**src/rtl/conv1_seq.sv**
```systemverilog
// ============================================================================
// conv1_seq : sequencer for the binary-activation conv/maxpool accumulator.
//             Buffers a binary map, walks 3x3 pooling windows, streams results.
// Revision  : 1.0
// ============================================================================
`default_nettype none

module conv1_seq #(
    parameter int IMG_W = 14,
    parameter int IMG_H = 14
) (
    input  logic             CLK,
    input  logic             CLR,
    input  logic             row_we,
    input  logic [3:0]       row_addr,
    input  logic [IMG_W-1:0] row_data,
    input  logic             start,
    output logic             busy,
    output logic             done,
    output logic [8:0]       act,
    output logic [3:0]       sel,
    output logic             conv_we,
    output logic             conv_clr,
    output logic             acc_con,
    input  logic [5:0]       cmp,
    output logic             res_valid,
    output logic [5:0]       res_data,
    output logic [3:0]       res_idx
);

    localparam int POOL_W = (IMG_W - 2) / 3;
    localparam int POOL_H = (IMG_H - 2) / 3;
    localparam int NWIN   = POOL_W * POOL_H;
    localparam int RW     = $clog2(IMG_H);
    localparam int CW     = $clog2(IMG_W);
    localparam int PRW    = (POOL_H > 1) ? $clog2(POOL_H) : 1;
    localparam int PCW    = (POOL_W > 1) ? $clog2(POOL_W) : 1;

    typedef enum logic [1:0] {
        S_IDLE = 2'd0,
        S_WCLR = 2'd1,
        S_ACC  = 2'd2,
        S_CAP  = 2'd3
    } state_t;

    state_t r_state;
    state_t w_state_nxt;

    logic [IMG_W-1:0] r_buf [IMG_H];
    logic [3:0]       r_tap;
    logic [1:0]       r_kr;
    logic [1:0]       r_kc;
    logic [PRW-1:0]   r_pr;
    logic [PCW-1:0]   r_pc;
    logic [3:0]       r_win;
    logic             r_done;
    logic             r_res_valid;
    logic [5:0]       r_res_data;
    logic [3:0]       r_res_idx;

    logic             w_last_tap;
    logic             w_last_win;
    logic             w_wr_ok;
    logic [RW-1:0]    w_waddr;
    logic [RW-1:0]    w_rbase;
    logic [CW-1:0]    w_cbase;
    logic [8:0]       w_pix;

    assign w_last_tap = (r_tap == 4'd8);
    assign w_last_win = (r_win == 4'(NWIN - 1));
    assign w_wr_ok    = row_we && (int'(row_addr) < IMG_H);
    assign w_waddr    = row_addr[RW-1:0];

    // Top-left pixel of the 3x3 conv patch for the current window and tap
    assign w_rbase = RW'(int'(r_pr) * 3 + int'(r_kr));
    assign w_cbase = CW'(int'(r_pc) * 3 + int'(r_kc));

    generate
        for (genvar i = 0; i < 9; i++) begin : g_lane
            logic [RW-1:0] w_row;
            logic [CW-1:0] w_col;
            assign w_row    = w_rbase + RW'(i / 3);
            assign w_col    = w_cbase + CW'(i % 3);
            assign w_pix[i] = r_buf[w_row][w_col];
        end
    endgenerate

    always_ff @(posedge CLK or posedge CLR) begin
        if (CLR) begin
            r_state <= S_IDLE;
        end else begin
            r_state <= w_state_nxt;
        end
    end

    always_comb begin
        w_state_nxt = r_state;
        busy        = 1'b0;
        act         = 9'd0;
        sel         = 4'd0;
        conv_we     = 1'b1;
        conv_clr    = 1'b0;
        acc_con     = 1'b0;
        case (r_state)
            S_IDLE: begin
                if (start) begin
                    w_state_nxt = S_WCLR;
                end
            end
            S_WCLR: begin
                busy        = 1'b1;
                conv_clr    = 1'b1;
                w_state_nxt = S_ACC;
            end
            S_ACC: begin
                busy    = 1'b1;
                conv_we = 1'b0;
                sel     = r_tap;
                act     = w_pix;
                if (w_last_tap) begin
                    w_state_nxt = S_CAP;
                end
            end
            S_CAP: begin
                busy        = 1'b1;
                acc_con     = 1'b1;
                w_state_nxt = w_last_win ? S_IDLE : S_WCLR;
            end
            default: begin
                w_state_nxt = S_IDLE;
            end
        endcase
    end

    // Row writes land only while idle, so a pass always sees a stable map
    always_ff @(posedge CLK or posedge CLR) begin
        if (CLR) begin
            for (int r = 0; r < IMG_H; r++) begin
                r_buf[r] <= '0;
            end
        end else if (r_state == S_IDLE && w_wr_ok) begin
            r_buf[w_waddr] <= row_data;
        end
    end

    always_ff @(posedge CLK or posedge CLR) begin
        if (CLR) begin
            r_tap       <= 4'd0;
            r_kr        <= 2'd0;
            r_kc        <= 2'd0;
            r_pr        <= '0;
            r_pc        <= '0;
            r_win       <= 4'd0;
            r_done      <= 1'b0;
            r_res_valid <= 1'b0;
            r_res_data  <= 6'd0;
            r_res_idx   <= 4'd0;
        end else begin
            r_done      <= 1'b0;
            r_res_valid <= 1'b0;
            case (r_state)
                S_IDLE: begin
                    if (start) begin
                        r_win <= 4'd0;
                        r_pr  <= '0;
                        r_pc  <= '0;
                    end
                end
                S_WCLR: begin
                    r_tap <= 4'd0;
                    r_kr  <= 2'd0;
                    r_kc  <= 2'd0;
                end
                S_ACC: begin
                    r_tap <= r_tap + 4'd1;
                    if (r_kc == 2'd2) begin
                        r_kc <= 2'd0;
                        r_kr <= r_kr + 2'd1;
                    end else begin
                        r_kc <= r_kc + 2'd1;
                    end
                end
                S_CAP: begin
                    r_res_valid <= 1'b1;
                    r_res_data  <= cmp;
                    r_res_idx   <= r_win;
                    if (w_last_win) begin
                        r_done <= 1'b1;
                    end else begin
                        r_win <= r_win + 4'd1;
                        if (r_pc == PCW'(POOL_W - 1)) begin
                            r_pc <= '0;
                            r_pr <= r_pr + PRW'(1);
                        end else begin
                            r_pc <= r_pc + PCW'(1);
                        end
                    end
                end
                default: begin
                end
            endcase
        end
    end

    assign done      = r_done;
    assign res_valid = r_res_valid;
    assign res_data  = r_res_data;
    assign res_idx   = r_res_idx;

endmodule

`default_nettype wire

```
**config.mk**
```make
export PLATFORM = sky130hd
export DESIGN_NAME = conv1_seq
export DESIGN_NICKNAME = d
export VERILOG_FILES = /design/src/rtl/conv1_seq.sv
export SDC_FILE = /design/constraint.sdc
export NUM_CORES = 1
export LEC_CHECK = 0
export ABC_AREA = 0
export CORE_MARGIN = 2
export CORE_UTILIZATION = 52
export CTS_BUF_LIST = sky130_fd_sc_hd__clkbuf_16
export CTS_CLUSTER_SIZE = 12
export DETAILED_ROUTE_END_ITERATION = 12
export PLACE_DENSITY = 0.8
export SKIP_LAST_GASP = 1
export SYNTH_ARGS = -nofsm -noshare
export SYNTH_HDL_FRONTEND = slang
export SYNTH_SLANG_ARGS = --single-unit
```
**constraint.sdc**
```tcl
create_clock -name CLK -period 25 [get_ports CLK]
set_input_delay 7.5 -clock CLK [delete_from_list [all_inputs] [get_ports CLK]]
set_output_delay 7.5 -clock CLK [all_outputs]
set_load 0.02 [all_outputs]
```
==> results of run 1 <==
==> final cells by class <==
cell class / count / share of cell area
Inverter: 25 / 0.00592
Multi-Input combinational cell: 970 / 0.548
Clock inverter: 16 / 0.00439
Sequential cell: 226 / 0.331
Timing Repair Buffer: 79 / 0.0429
Clock buffer: 27 / 0.0395
Tap cell: 390 / 0.0285
==> placed cells by master, fill, tap and decap left out, types with 27 or more instances in the layout <==
cell type	n
mux2_2	236
dfrtp_1	226
mux2i_1	123
mux4_2	81
nand2_1	78
clkdlybuf4s50_1	56
nand3_1	40
nor2_1	39
nor3b_1	38
o21ai_0	31
nor3_1	28
clkbuf_16	27
==> cells in the mapped netlist, drive strengths merged, types with 4 or more instances <==
cell type	count
a211oi	12
a21oi	18
a22oi	8
a2bb2oi	6
a31oi	11
a32oi	4
a41o	6
and2	6
and3	4
buf	65
clkbuf	54
dfrtp	226
fa	4
ha	18
inv	24
mux2	236
mux2i	123
mux4	88
nand2	80
nand2b	11
nand3	43
nand3b	21
nand4	7
nor2	45
nor2b	10
nor3	28
nor3b	38
nor4	4
o2111ai	8
o211ai	9
o21ai	35
o221ai	5
o22ai	18
o31ai	5
or2	5
xnor2	5
xor2	5
==> layer usage <==
layer  up-vias  part of all wire  wire length [microns]  track usage
met2       671              0.46                  21300        0.455
met4         0             0.053                   2450        0.143
met3       154             0.086                   4000       0.0531
met5         -                 0                      0            0
li1       5089                 -                      -            -
met1      6159              0.40                  18600        0.393
==> cell families after synthesis <==
family | after synthesis | share of synthesized area
buffers and inverters | 145 | 0.0540
multiplexers | 447 | 0.373
AO/OA/AOI/OAI | 178 | 0.0830
XOR/XNOR | 10 | 0.00720
AND/OR/NAND/NOR | 313 | 0.106
flip-flops | 226 | 0.358
adder cells (fa/ha/maj) | 22 | 0.0193
==> report_power, final <==
| part | switching [mW] | internal (mW) |
|---|---|---|
| Combinational | 0.822 | 0.702 |
| Sequential | 0.173 | 0.526 |
| Clock | 0.152 | 0.192 |
==> critical path, delay by kind of cell (launching register included) <==
family	cells	cell delay [ps]
xor+xnor	1	800
buf+inv	2	1280
compound gates	1	300
fa+ha+maj	3	1580
mux	2	1070
simple gates	3	470
flops	1	470
==> worst max-delay path by stage <==
| stage | start | endpoint | slack [ps] | cells past startpoint |
|---|---|---|---|---|
| 6_report | r_pr[0]$_DFFE_PP0P_ | act[3] | 10970 | 12 |
| 2_1_floorplan | CLR | done$_DFF_PP0_ | 11310 | 1 |
| 4_1_cts | r_pr[0]$_DFFE_PP0P_ | act[3] | 10990 | 12 |
| 5_1_grt | r_pr[0]$_DFFE_PP0P_ | act[5] | 10760 | 12 |
| 3_3_place_gp | r_pr[0]$_DFFE_PP0P_ | act[3] | 11660 | 12 |
| 3_5_place_dp | r_pr[0]$_DFFE_PP0P_ | act[5] | 11560 | 12 |
==> flip-flops by register name (all words and copies together), names as in the netlist <==
signal     cells
done           1
r_buf        196
r_kc           2
r_kr           2
r_pc           2
r_pr           2
r_state        2
r_tap          4
r_win          4
res_data       6
res_idx        4
res_valid      1
==> results.yml, run 1 <==
run_status:
  status: "finished, final reports clean"
die:
  die_area_sq_mm: 0.0318
  io_pins: 57
  core_sq_mm: 0.0298
  dieHeight_microns: 178
  die_x_microns: 178
  initial_core_util: 0.531
  rows: 63
sta:
  hold_viol_final: 0
  tns_ps: 0
  worst_slew_pin_slew_ps: 1280
  drv_slew: 0
  setup_viol: 0
  clock_skew_ps: 15.6
  holdWs_ps: 508
  rsz0062_at_grt: "no"
  worst_slack_ps: 10970
  max_freq_mhz: 71.3
  min_period_ps: 14030
  period_share: 0.561
  relSlewSlack: 0.148
final_layout:
  final_nets: 1378
  ff_latch_area_sq_mm: 0.00566
  final_cells: 1733
  fin_area_sq_mm: 0.0171
  final_core_util: 0.574
  fillCellCount: 2393
  syn_to_final_growth_pct: 8.21
  drive_above_1_share: 0.310
  multi_input_area_sq_mm: 0.00938
  diodes: 0
critical_path:
  crit-reg2reg-launch: "r_state[1]$_DFFE_PP0P_"
  worstPathArrival_ps: 6530
  reg2reg_slack_ps: 22110
  critPathMaxFanout: 53
  critPathCaptureType: "output pin"
  path_common_cell: "mux4_2"
  cpPeakStageDelay_ps: 860
  crit_slowest_cell: "fa_4"
  required_ps: 17500
  path_cells: "fa_1, ha_1, fa_4, buf_4, xor2_4, mux4_2, nand2b_1, and3_1, mux4_2, a221oi_2, nor4b_2, clkdlybuf4s50_1"
  startpoint_type: "register"
  crit_type: "reg2out"
  r2r_cells: 5
  r2r_end: "r_buf[168]$_DFFE_PP0P_"
logic_synthesis:
  synth_cells: 1341
  synth_async_sr_flop_share: 1.00
  synth_fp_nets: 1391
  synth.distinct_cells: 86
  synth_seq_cells: 226
  synth_edf_count: 0
  synth.largest_area_cell: "dfrtp_1"
  yosysTopAreaCellShare: 0.358
  synth.area.top_cells: "dfrtp_1 (36%), mux2_2 (17%), mux4_2 (12%), mux2i_1 (7.8%), nand2_1 (1.9%)"
  synth_ff_type: "dfrtp_1"
  synth_warnings: 0
  seq_area_frac_synth: 0.358
  postSynthAreaPerCell_sq_um: 11.8
  syn_area_sq_mm: 0.0158
min_path:
  whs_endpoint: "res_idx[1]$_DFFE_PP0P_"
  min_from: "res_idx[1]$_DFFE_PP0P_"
  hold_path_depth: 1
  hold_class: "reg2reg"
drt:
  remaining_drc_errors: 0
  ant_nets: 0
  drt_iter0_markers: 1364
  routed_wl_microns: 46400
  routedWlPerCell_microns: 26.8
  dr.pass1.iters: 6
  vias: 12100
  avgViaCountPerCell: 6.97
power:
  ir_drop_mv: 0.0860
  p_leak_nw: 7.19
  power.total_mw: 2.57
  p_per_area_mw_per_mm2: 150
clock_tree:
  post_cts.repair.setup_buffers: 0
  cts_buffers: 26
  ctsHoldBuffers: 0
  clock_sinks: 226
  cts-root-buf: "clkbuf_16"
  clock_latency_ps: 550
  clk_pin_slew_ps: 60
  cts_buffer_depth: 3
  cts_max_level: 1
  cts_tree: "yes"
  cts-resized-gates: 0
global_route:
  grt-ovfl-total: 0
  antenna_found_initial: 0
  grt_max_degree: 115
  grt_pass1_wl_microns: 70200
  grt_pass1_vias: 11700
  grt_use_total: 0.292
placement:
  numPortBuffers: 56
  place_congestion: 0.992
  hpwl_microns: 31000
  placed_cell_area_sq_mm: 0.0164
  pre_cts_ws_ps: 11560
  placed_cells_incl_taps: 1690
flow_run:
  max_cap_viol_count: 0
Note: power is estimated with default switching activity, not from simulation.
==> inputs of run 2 (changes only) <==
PLACE_DENSITY = 0.82   (was 0.8)
clock period = 12.6 ns   (was 25 ns; I/O delays follow)
==> run 2 against run 1 <==
Effect of this change: routed wire length shrank 0.65%; via count grew 0.33%; die area unchanged; critical path type unchanged; largest cell class unchanged; setup slack worse by 8900 ps; combinational power grew 100%; hold slack lost 2.0 ps; sequential power increased by 100%.
==> results.yml, run 2 (same netlist as run 1, synthesis figures left out) <==
die:
  dieHeight_microns: 178
  die_x_microns: 178
  io_pins: 57
  rows: 63
  core_sq_mm: 0.0298
  initial_core_util: 0.531
  die_area_sq_mm: 0.0318
sta:
  period_share: 0.837
  worst_slew_pin_slew_ps: 1220
  max_freq_mhz: 94.9
  holdWs_ps: 506
  relSlewSlack: 0.185
  min_period_ps: 10540
  rsz0062_at_grt: "no"
  hold_viol_final: 0
  drv_slew: 0
  setup_viol: 0
  tns_ps: 0
  clock_skew_ps: 11.7
clock_tree:
  cts_buffers: 24
  cts-root-buf: "clkbuf_16"
  cts_max_level: 1
  clock_sinks: 226
  cts_tree: "yes"
  clk_pin_slew_ps: 60
  cts-resized-gates: 0
  ctsHoldBuffers: 0
  post_cts.repair.setup_buffers: 0
  clock_latency_ps: 530
  cts_buffer_depth: 3
critical_path:
  crit_cells: 12
  crit_type: "reg2out"
  worstPathArrival_ps: 6760
  critPathTopFamily: "adder cells"
  reg2reg_slack_ps: 9770
  cp-startpoint: "r_pr[0]$_DFFE_PP0P_"
  critPathCapture: "act[5]"
  crit-reg2reg-launch: "r_state[1]$_DFFE_PP0P_"
  r2r_end: "r_buf[174]$_DFFE_PP0P_"
  path_cells: "fa_1, ha_1, fa_4, xnor2_4, buf_4, mux2i_1, a41o_1, o21ai_1, mux4_2, o22a_1, a21oi_1, clkdlybuf4s50_1"
  cpPeakStageDelay_ps: 980
  crit_slowest_cell: "xnor2_4"
  startpoint_type: "register"
  critPathCaptureType: "output pin"
  r2r_cells: 5
  path_buf_inv: 2
  required_ps: 8820
  critPathMaxFanout: 41
final_layout:
  final_cell_mix: "mux2_2 (236), dfrtp_1 (226), mux2i_1 (123)"
  syn_to_final_growth_pct: 8.02
  diodes: 0
  largest_register_ffs: 196
  final_nets: 1375
  drive_above_1_share: 0.306
  top_register: "r_buf"
  final_common_cell: "mux2_2"
run_status:
  status: "finished, final reports clean"
placement:
  numPortBuffers: 56
  place_congestion: 0.988
  hpwl_microns: 31000
drt:
  dr.pass1.iters: 7
  remaining_drc_errors: 0
  drt_iter0_markers: 1619
  avgViaCountPerCell: 7.00
  routedWlPerCell_microns: 26.6
  ant_nets: 0
  routed_wl_microns: 46100
  vias: 12100
power:
  clock_power_share: 0.129
  p_per_area_mw_per_mm2: 298
  p_switching_mw: 2.28
  swShare: 0.448
  pwr-share-comb: 0.596
  p_leak_nw: 7.19
  seq_power_share: 0.274
  ir_drop_mv: 0.265
  intPower_mw: 2.81
min_path:
  hold_class: "reg2reg"
global_route:
  grt_pass1_wl_microns: 70700
  grt_use_total: 0.292
  grt_pass1_vias: 11700
  antenna_found_initial: 0
  grt-ovfl-total: 0
  grt_max_degree: 156
flow_run:
  max_cap_viol_count: 0
-- run 2: stage by stage --
stage / instance area [sq um] / instances / total power, mW / setup slack (ps) / utilization
6_report: 17100 / 1730 / 5.09 / 2060 / 0.573
5_1_grt: 17100 / 1730 / 5.35 / 1870 / 0.573
4_1_cts: 17100 / 1730 / 5.02 / 2140 / 0.573
3_5_place_dp: 16400 / 1689 / 4.35 / 2690 / 0.549
3_3_place_gp: 16400 / 1689 / 4.26 / 2710 / 0.549
2_1_floorplan: 15800 / 1341 / 3.61 / 2630 / -
-- run 2: final cells by class --
class | count | area, sq um
clock inverter | 16 | 88.8
multi-input combinational | 970 | 9380
tap | 390 | 488
clock buffer | 25 | 626
inverter | 25 | 101
sequential | 226 | 5660
fill | 2431 | 12700
timing repair buffer | 78 | 738
-- run 2: power groups by stage --
stage	Sequential [mW]	Clock, mW	Combinational, mW
global route	1.43	0.691	3.23
floorplan	1.27	0	2.34
detailed placement	1.39	0	2.96
global placement	1.36	0	2.91
CTS	1.38	0.664	2.98
finish	1.40	0.659	3.04
-- run 2: layer usage --
metal | GRT usage | up-vias | wire [microns]
li1 | - | 5093 | -
met5 | 0 | - | 0
met1 | 0.394 | 6143 | 18400
met3 | 0.0597 | 157 | 4280
met4 | 0.137 | 0 | 2340
met2 | 0.454 | 720 | 21100
-- run 2: how the worst min path moves through the flow --
stage	start	to	cells after the start
after global routing	res_data[5]$_DFFE_PP0P_	res_data[5]$_DFFE_PP0P_	1
after global placement	res_data[4]$_DFFE_PP0P_	res_data[4]$_DFFE_PP0P_	1
after detailed placement	res_data[5]$_DFFE_PP0P_	res_data[5]$_DFFE_PP0P_	1
after floorplan	r_kr[0]$_DFFE_PP0P_	r_kr[0]$_DFFE_PP0P_	1
final	res_data[5]$_DFFE_PP0P_	res_data[5]$_DFFE_PP0P_	1
after CTS	res_data[5]$_DFFE_PP0P_	res_data[5]$_DFFE_PP0P_	1
==> inputs of run 3 (changes only) <==
PLACE_DENSITY = 0.8   (was 0.82)
clock period = 10.56 ns   (was 12.6 ns; I/O delays follow)
==> run 3 against run 2 <==
Effect of this change: largest cell class unchanged; largest power group unchanged; highest routed layer unchanged; setup slack got worse by 1500 ps; via count fell by 0.50%; sequential share of layout area barely moved; register-to-register slack got worse by 2100 ps; global-route usage is 0.35 points higher; combinational power up 20%; sequential power grew 18%; hold slack got worse by 2.6 ps; non-clock buffer count rose by 1; final cell count is essentially flat; clock skew decreased by 3.5 ps.
==> results.yml, run 3 (same netlist as run 1, synthesis figures left out) <==
run_status:
  status: "finished, final reports clean"
die:
  die_x_microns: 178
  dieHeight_microns: 178
  io_pins: 57
  initial_core_util: 0.531
  die_area_sq_mm: 0.0318
  core_sq_mm: 0.0298
  rows: 63
critical_path:
  worstPathArrival_ps: 6800
  reg2reg_slack_ps: 7690
  crit_slowest_cell: "fa_4"
  cpPeakStageDelay_ps: 1150
  startpoint_type: "register"
  crit_type: "reg2out"
  r2r_end: "r_buf[176]$_DFFE_PP0P_"
  required_ps: 7390
  path_cells: "fa_1, ha_1, fa_4, buf_4, xor2_4, mux4_2, a2bb2oi_1, o211ai_1, mux4_2, o22a_1, a21oi_1, clkdlybuf4s50_1"
  crit-reg2reg-launch: "r_state[0]$_DFFE_PP0P_"
  path_common_cell: "mux4_2"
  critPathTopFamily: "adder cells"
  critPathMaxFanout: 29
  r2r_cells: 5
  critPathCaptureType: "output pin"
  path_buf_inv: 2
final_layout:
  syn_to_final_growth_pct: 7.98
  top_register: "r_buf"
  drive_above_1_share: 0.310
  final_cell_mix: "mux2_2 (236), dfrtp_1 (226), mux2i_1 (123)"
  diodes: 0
  final_common_cell: "mux2_2"
  largest_register_ffs: 196
  final_nets: 1377
sta:
  min_period_ps: 9970
  clock_skew_ps: 8.25
  setup_viol: 0
  max_freq_mhz: 100
  period_share: 0.944
  worst_slack_ps: 587
  hold_viol_final: 0
  tns_ps: 0
  rsz0062_at_grt: "no"
  drv_slew: 0
  worst_slew_pin_slew_ps: 1220
  relSlewSlack: 0.187
global_route:
  grt_use_met2: 0.466
  grt_max_degree: 93
  antenna_found_initial: 0
  met3_usage: 0.0561
  grt_pass1_vias: 11900
  grt_pass1_wl_microns: 71400
  busiest_layer: "met2"
  grt-ovfl-total: 0
  met1_usage: 0.390
  grt_use_total: 0.296
power:
  p_leak_nw: 7.17
  p_per_area_mw_per_mm2: 356
  ir_drop_mv: 0.192
clock_tree:
  cts_max_level: 1
  cts_buffer_depth: 3
  cts_tree: "yes"
  cts_buffers: 25
  cts-resized-gates: 0
  cts-root-buf: "clkbuf_16"
  clk_pin_slew_ps: 60
  clock_sinks: 226
  ctsHoldBuffers: 0
  post_cts.repair.setup_buffers: 0
  clock_latency_ps: 540
min_path:
  whs_endpoint: "res_idx[2]$_DFFE_PP0P_"
  min_from: "res_idx[2]$_DFFE_PP0P_"
  hold_class: "reg2reg"
  hold_path_depth: 1
drt:
  avgViaCountPerCell: 6.97
  remaining_drc_errors: 0
  ant_nets: 0
  routed_wl_microns: 46400
  drt_iter0_markers: 1678
  dr.pass1.iters: 6
  vias: 12100
  routedWlPerCell_microns: 26.8
placement:
  numPortBuffers: 56
  pre_cts_ws_ps: 1260
  place_congestion: 1.01
  hpwl_microns: 30200
flow_run:
  max_cap_viol_count: 0
==> run 3: changes by cell type in the layout (fill, tap and decap cells not counted) <==
cell	delta
buf_4	+1
bufinv_16	-1
clkinv_2	+2
clkinv_4	+1
clkinvlp_4	+2
inv_1	-6
nor2_2	-1
nor2_4	+1
==> run 3: routing by layer <==
metal  vias up  part of all wire  wire, microns
met5         -                 0              0
met4         0             0.057           2660
met3       167             0.090           4190
met2       711              0.46          21400
met1      6091              0.39          18200
li1       5084                 -              -
==> run 3: layout make-up <==
type	count	area [sq um]
multi-input cells	970	9390
fillers	2447	12700
inverters	25	101
repair buffers	79	746
well taps	390	488
clock inverters	14	70.1
clock buffers	25	626
flip-flops and latches	226	5660
==> run 3: how the worst max path moves through the flow <==
stage / cells past startpoint / to / slack, ps / startpoint
after floorplan: 1 / done$_DFF_PP0_ / 1200 / CLR
after global placement: 13 / act[8] / 1340 / r_pr[0]$_DFFE_PP0P_
after detailed placement: 12 / act[5] / 1260 / r_pr[0]$_DFFE_PP0P_
after CTS: 12 / act[5] / 700 / r_pr[0]$_DFFE_PP0P_
after global routing: 12 / act[5] / 430 / r_pr[0]$_DFFE_PP0P_
final: 12 / act[5] / 590 / r_pr[0]$_DFFE_PP0P_
==> run 3: metrics by stage <==
step	hold slack (ps)	instance area [sq um]	util	instances	power, mW
detailed placement	494	16400	0.550	1690	5.20
floorplan	467	15800	-	1341	4.31
global placement	488	16400	0.550	1690	5.10
finish	504	17100	0.573	1729	6.08
CTS	507	17100	0.573	1729	5.99
global route	526	17100	0.573	1729	6.38
==> run 3: power by group <==
group	leakage [nW]	internal, mW	switching [mW]
logic	3.85	1.67	1.98
clock network	0.354	0.424	0.352
registers	2.96	1.25	0.402
total	7.17	3.34	2.74
